[src/rtl/if_fetch_stage.sv]
// Instruction-fetch stage: owns the PC, handles imem wait states with a timeout, and drives the IF/ID register.
// Optional macro IRQ_SYNC_EN adds a two-flop synchronizer on irq ahead of edge detection.
module if_fetch_stage #(
  parameter logic [31:0] RESET_PC   = 32'h80000000,
  parameter logic [31:0] ILLOP_ADDR = 32'h80000004,
  parameter logic [31:0] XADR_ADDR  = 32'h80000008,
  parameter int          WAIT_W     = 4,
  parameter int          MAX_WAIT   = 15
) (
  input  logic        clk,
  input  logic        reset,
  input  logic        PCWrite,
  input  logic [2:0]  pc_sel,
  input  logic [31:0] branch_target,
  input  logic [31:0] jump_target,
  input  logic [31:0] jr_target,
  input  logic        irq,
  output logic [31:0] imem_addr,
  input  logic [31:0] imem_rdata,
  input  logic        imem_ready,
  output logic [31:0] IF_PC_4,
  output logic [31:0] IF_Instruct,
  output logic        IF_ID_Write,
  output logic        IF_ID_Flush,
  output logic        irq_take,
  output logic [31:0] irq_epc
);

  typedef enum logic {
    ST_FETCH = 1'b0,
    ST_WAIT  = 1'b1
  } state_t;

  state_t              state_q, state_d;
  logic [31:0]         pc_q, pc_d;
  logic [WAIT_W-1:0]   wait_cnt_q, wait_cnt_d;
  logic                irq_pending_q, irq_pending_d;
  logic                irq_prev_q;
  logic                irq_take_q, irq_take_d;
  logic [31:0]         irq_epc_q, irq_epc_d;

  logic                irq_s;
  logic                irq_edge;
  logic                redirect;
  logic [31:0]         redirect_pc;
  logic [31:0]         pc_plus4;
  logic                flush_c;
  logic                write_c;
  logic [31:0]         instr_c;

  // Branch/jump targets only supply the low 31 bits; the mode bit comes from the PC.
  logic                unused_target_msbs;
  assign unused_target_msbs = branch_target[31] ^ jump_target[31];

`ifdef IRQ_SYNC_EN
  logic [1:0] irq_sync_q;

  always_ff @(posedge clk or negedge reset) begin
    if (!reset) begin
      irq_sync_q <= 2'b00;
    end else begin
      irq_sync_q <= {irq_sync_q[0], irq};
    end
  end

  assign irq_s = irq_sync_q[1];
`else
  assign irq_s = irq;
`endif

  assign irq_edge = irq_s & ~irq_prev_q;

  always_comb begin
    pc_plus4    = {pc_q[31], pc_q[30:0] + 31'd4};
    redirect    = 1'b1;
    redirect_pc = pc_q;
    case (pc_sel)
      3'd1:    redirect_pc = {pc_q[31], branch_target[30:0]};
      3'd2:    redirect_pc = {pc_q[31], jump_target[30:0]};
      3'd3:    redirect_pc = jr_target;
      3'd4:    redirect_pc = ILLOP_ADDR;
      3'd5:    redirect_pc = XADR_ADDR;
      default: redirect    = 1'b0;
    endcase
  end

  always_comb begin
    pc_d          = pc_q;
    state_d       = state_q;
    wait_cnt_d    = wait_cnt_q;
    irq_pending_d = irq_pending_q | irq_edge;
    irq_take_d    = 1'b0;
    irq_epc_d     = irq_epc_q;
    flush_c       = 1'b0;
    write_c       = 1'b0;
    instr_c       = 32'd0;

    if (redirect) begin
      pc_d       = redirect_pc;
      flush_c    = 1'b1;
      state_d    = ST_FETCH;
      wait_cnt_d = '0;
    end else if (irq_pending_q && !pc_q[31] && PCWrite) begin
      pc_d          = XADR_ADDR;
      irq_epc_d     = pc_q;
      irq_take_d    = 1'b1;
      irq_pending_d = 1'b0;
      flush_c       = 1'b1;
      state_d       = ST_FETCH;
      wait_cnt_d    = '0;
    end else if (!PCWrite) begin
      // Load-use stall: everything holds, IF/ID keeps its contents.
    end else if (!imem_ready) begin
      flush_c = 1'b1;
      if (wait_cnt_q == WAIT_W'(MAX_WAIT - 1)) begin
        pc_d       = XADR_ADDR;
        state_d    = ST_FETCH;
        wait_cnt_d = '0;
      end else begin
        state_d    = ST_WAIT;
        wait_cnt_d = wait_cnt_q + WAIT_W'(1);
      end
    end else begin
      write_c    = 1'b1;
      instr_c    = imem_rdata;
      pc_d       = pc_plus4;
      state_d    = ST_FETCH;
      wait_cnt_d = '0;
    end
  end

  always_ff @(posedge clk or negedge reset) begin
    if (!reset) begin
      pc_q          <= RESET_PC;
      state_q       <= ST_FETCH;
      wait_cnt_q    <= '0;
      irq_pending_q <= 1'b0;
      irq_prev_q    <= 1'b0;
      irq_take_q    <= 1'b0;
      irq_epc_q     <= 32'd0;
    end else begin
      pc_q          <= pc_d;
      state_q       <= state_d;
      wait_cnt_q    <= wait_cnt_d;
      irq_pending_q <= irq_pending_d;
      irq_prev_q    <= irq_s;
      irq_take_q    <= irq_take_d;
      irq_epc_q     <= irq_epc_d;
    end
  end

  // While reset is held the IF/ID register is forced to a bubble.
  assign imem_addr   = pc_q;
  assign IF_PC_4     = pc_plus4;
  assign IF_Instruct = reset ? instr_c : 32'd0;
  assign IF_ID_Write = reset & write_c;
  assign IF_ID_Flush = ~reset | flush_c;
  assign irq_take    = irq_take_q;
  assign irq_epc     = irq_epc_q;

endmodule
[config.mk]
export PLATFORM = sky130hd
export DESIGN_NAME = if_fetch_stage
export DESIGN_NICKNAME = d
export VERILOG_FILES = /design/src/rtl/if_fetch_stage.sv
export SDC_FILE = /design/constraint.sdc
export NUM_CORES = 1
export LEC_CHECK = 0
export BUFFER_PORTS_ARGS = -buffer_cell sky130_fd_sc_hd__buf_4
export CAP_MARGIN = 20
export CORE_ASPECT_RATIO = 0.75
export CORE_MARGIN = 2
export CORE_UTILIZATION = 41
export DETAILED_ROUTE_END_ITERATION = 8
export GPL_TIMING_DRIVEN = 0
export PLACE_DENSITY = 0.8
export REMOVE_ABC_BUFFERS = 1
export SETUP_SLACK_MARGIN = 0.3
export SLEW_MARGIN = 20
export SYNTH_ARGS = -nofsm -noshare
export SYNTH_HDL_FRONTEND = slang
export SYNTH_SLANG_ARGS = --single-unit
[constraint.sdc]
create_clock -name clk -period 2.3 [get_ports clk]
set_clock_uncertainty 0.2 [all_clocks]
set_input_delay 0.23 -clock clk [delete_from_list [all_inputs] [get_ports clk]]
set_output_delay 0.23 -clock clk [all_outputs]
set_load 0.02 [all_outputs]
==> key figures <==
Outcome
  • Status: finished, violations left
  • Failing checks: hold timing, setup timing

Die
  • Core area: 0.01149 mm²
  • Num rows: 34
  • Ports: 267
  • Vert. Die Dim: 97.58 µm
  • Starting Density: 0.4168
  • Die X: 128.8 µm
  • Die area: 0.01257 mm²

Worst setup path
  • Worst path cell trace: nand4_1, buf_4, nor4_4, buf_4, nor3b_4, xor2_1, buf_4
  • Family with the most delay on the worst path: simple AND/OR/NAND/NOR gates
  • Setup crit start kind: flop
  • Buf+Inv Stages, Crit Path: 3
  • Worst endpoint required time: 1.87 ns
  • Crit-path slowest cell: dfrtp_2
  • CP max FO: 4
  • CP arrival: 2.17 ns
  • Critical path type: reg2out
  • Cell mode on critical path: buf_4
  • Largest stage delay, worst path: 0.36 ns
  • Critical Path Sink Type: output port

Logic synthesis
  • Synth async-reset ratio: 1.000
  • Avg Cell Area, Syn: 9.442 µm²
  • Synth Flop Type: dfrtp_1
  • Post-synth EDFFs: 0
  • Yosys warns: 0
  • Synthesized flop and latch total: 71
  • Synthesized cell area: 0.004787 mm²
  • Register area share after synthesis: 0.3714
  • Gate Count Post-Synth: 507
  • Netlist cell types: 54

Drt
  • Detail Route Antenna Nets: 0
  • Total wire length: 23.72 mm
  • Initial DRT Pass Iterations: 7
  • Total number of vias: 6065
  • DR WL/cell: 23.58 µm
  • DRC errors left: 0
  • DR vias/cell: 6.029
  • Initial drt markers: 522

Placed design
  • Port-buffer cells: 264
  • Dpl ws: -0.5576 ns
  • Routability Congestion: 0.7781
  • Dpl hpwl: 11.63 mm
  • Placed cells: 871

Final layout
  • N_diodes: 0
  • P&R area growth vs syn: 93.54%
  • Commonest cells after routing, fill and taps aside: buf_4, buf_6, dfrtp_1, mux2_2, nor2_1
  • Commonest non-fill, non-tap cell in the layout: buf_4
  • Share of cells above drive strength 1: 0.7053
  • Post-Layout Cell Count: 1006
  • Post-Route Utilization: 0.8066
  • # nets final: 996

Timing
  • Final setup TNS: -6.608 ns
  • Slew @ Worst Pin: 0.6310 ns
  • Pins Over Slew Limit: 0
  • Final hold vios: 45
  • Final worst setup slack: -0.3036 ns
  • Period Utilization, post-route: 1.132
  • Fmax: 0.3841 GHz
  • Final min period: 2.604 ns
  • Slew HR: 0.5793
  • Setup-failing EPs final: 56
  • Unrepaired setup endpoints after global routing: yes
  • WHS: -0.2977 ns

Global routing
  • Pin count of the biggest net entering global routing: 78
  • Gr usage total: 0.3022
  • First-pass GRT wire length: 29.78 mm
  • Vias in the first global route: 5670
  • Total congestion overflow: 0
  • Initial antenna violation count: 0

Clocking
  • Hold_buf cts: 1
  • CTS tree: done
  • Worst-path clk slew: 0.07 ns
  • Clock Latency Late Sink: 0.34 ns
  • H-tree level count: 3
  • Num CTS Buffers: 9
  • CTS Sinks: 71
  • Clk root buf: clkbuf_16
  • Max Root-Sink Buffers: 2

Pwr
  • Pwr dens: 632.1 mW/mm²
  • Peak supply drop: 0.0004630 V
  • Lkg Pwr: 0.004512 µW

Min path
  • Hold Crit Class: in2async

Job
  • Max Cap Violations: 0
## synth_stat cells (all sizes together) (2+ instances only)
library cell | n | area (µm²)
o32a | 4 | 40.04
nor3b | 2 | 20.02
or3 | 3 | 18.77
o2111ai | 2 | 17.52
nor2b | 4 | 25.02
nor3 | 5 | 41.29
and2 | 35 | 219.0
ha | 3 | 37.54
o22ai | 4 | 31.28
inv | 8 | 30.03
nand2 | 15 | 56.30
and3 | 8 | 53.80
a22oi | 31 | 232.7
or4 | 2 | 15.01
mux2 | 64 | 720.7
dfrtp | 70 | 1752
nand3 | 8 | 40.04
a22o | 3 | 26.28
xor2 | 15 | 131.4
nor2 | 50 | 187.7
a31oi | 7 | 43.79
nor4 | 3 | 33.78
a21oi | 24 | 120.1
xnor2 | 14 | 122.6
clkbuf | 26 | 98.84
nand4 | 10 | 98.84
buf | 21 | 133.9
and4 | 3 | 26.28
o21ai | 42 | 210.2
o2bb2ai | 9 | 78.83
## final cells by class
type | count | area [µm²]
multi-input combinational | 398 | 3679
timing repair buffer | 369 | 3252
fill | 675 | 2221
sequential | 71 | 1803
clock buffer | 9 | 225.2
tap | 144 | 180.2
clock inverter | 7 | 96.34
inverter | 8 | 30.03
## worst reg2reg max path, stage by stage, from the launching register on
cell and delay (ns):
dfrtp_2 0.36, nand4_1 0.23, or4_4 0.58, nor3_4 0.21, buf_4 0.16, buf_6 0.08
buf_6 0.08, buf_6 0.08, buf_6 0.08, buf_6 0.08, buf_6 0.09, buf_6 0.08
a31oi_1 0.07, o21ai_1 0.13
## metrics by stage
step	cell area, µm²	total power (µW)
3_5_place_dp	6793	3677
2_1_floorplan	4554	2689
5_1_grt	9265	6022
3_3_place_gp	6716	3596
4_1_cts	8305	5467
6_report	9265	5857
## final timing paths
path / from / to / slack, ns / depth (start not counted)
min: reset / irq_take / -0.30 / 1
max in group asynchronous: reset / imem_addr[31] / 1.48 / 2
max: imem_addr[10] / IF_PC_4[23] / -0.30 / 7
max reg2reg: imem_addr[10] / imem_addr[27] / -0.29 / 13
min in group clk: branch_target[0] / imem_addr[0] / -0.01 / 3
min reg2reg: irq_epc[4] / irq_epc[4] / 0.31 / 1
## kinds of logic (layout without fill, tap and decap cells)
logic type / count (synthesis) / count (layout) / synth area share
xor+xnor: 29 / 29 / 0.05306
simple gates: 150 / 161 / 0.1780
mux: 65 / 65 / 0.1526
buf+inv: 55 / 393 / 0.05489
flops: 71 / 71 / 0.3714
fa+ha+maj: 3 / 3 / 0.007842
compound gates: 134 / 140 / 0.1822
## state kept, by name (all words and copies together) (netlist names)
signal and flops:
imem_addr 32, irq_epc 32, irq_prev_q 1, irq_pending_q 1, wait_cnt_q 4, irq_take 1
## routing by layer
layer	global-route usage	wire length, µm	up-vias
met5	0	0	-
met4	0.1037	1011	0
met3	0.07048	2169	93
met2	0.5210	11700	420
met1	0.3694	8834	2972
li1	-	-	2580
## power by group
group          leakage (µW)  internal, µW  switching, µW
combinational       0.00346          1240           1300
clock              0.000148           952            593
sequential         0.000900          1520            252
## what timing repair did
| action | 4_1_cts | 5_1_grt |
|---|---|---|
| setup buffers | 68 | 31 |
| pin swaps | 54 | 79 |
| endpoints found under the setup margin | 127 | 114 |
| cloned | 7 | 11 |
| hold endpoints to repair | 72 | 43 |
| gates resized for setup | 170 | 146 |
(Power assumes the default switching activity.)
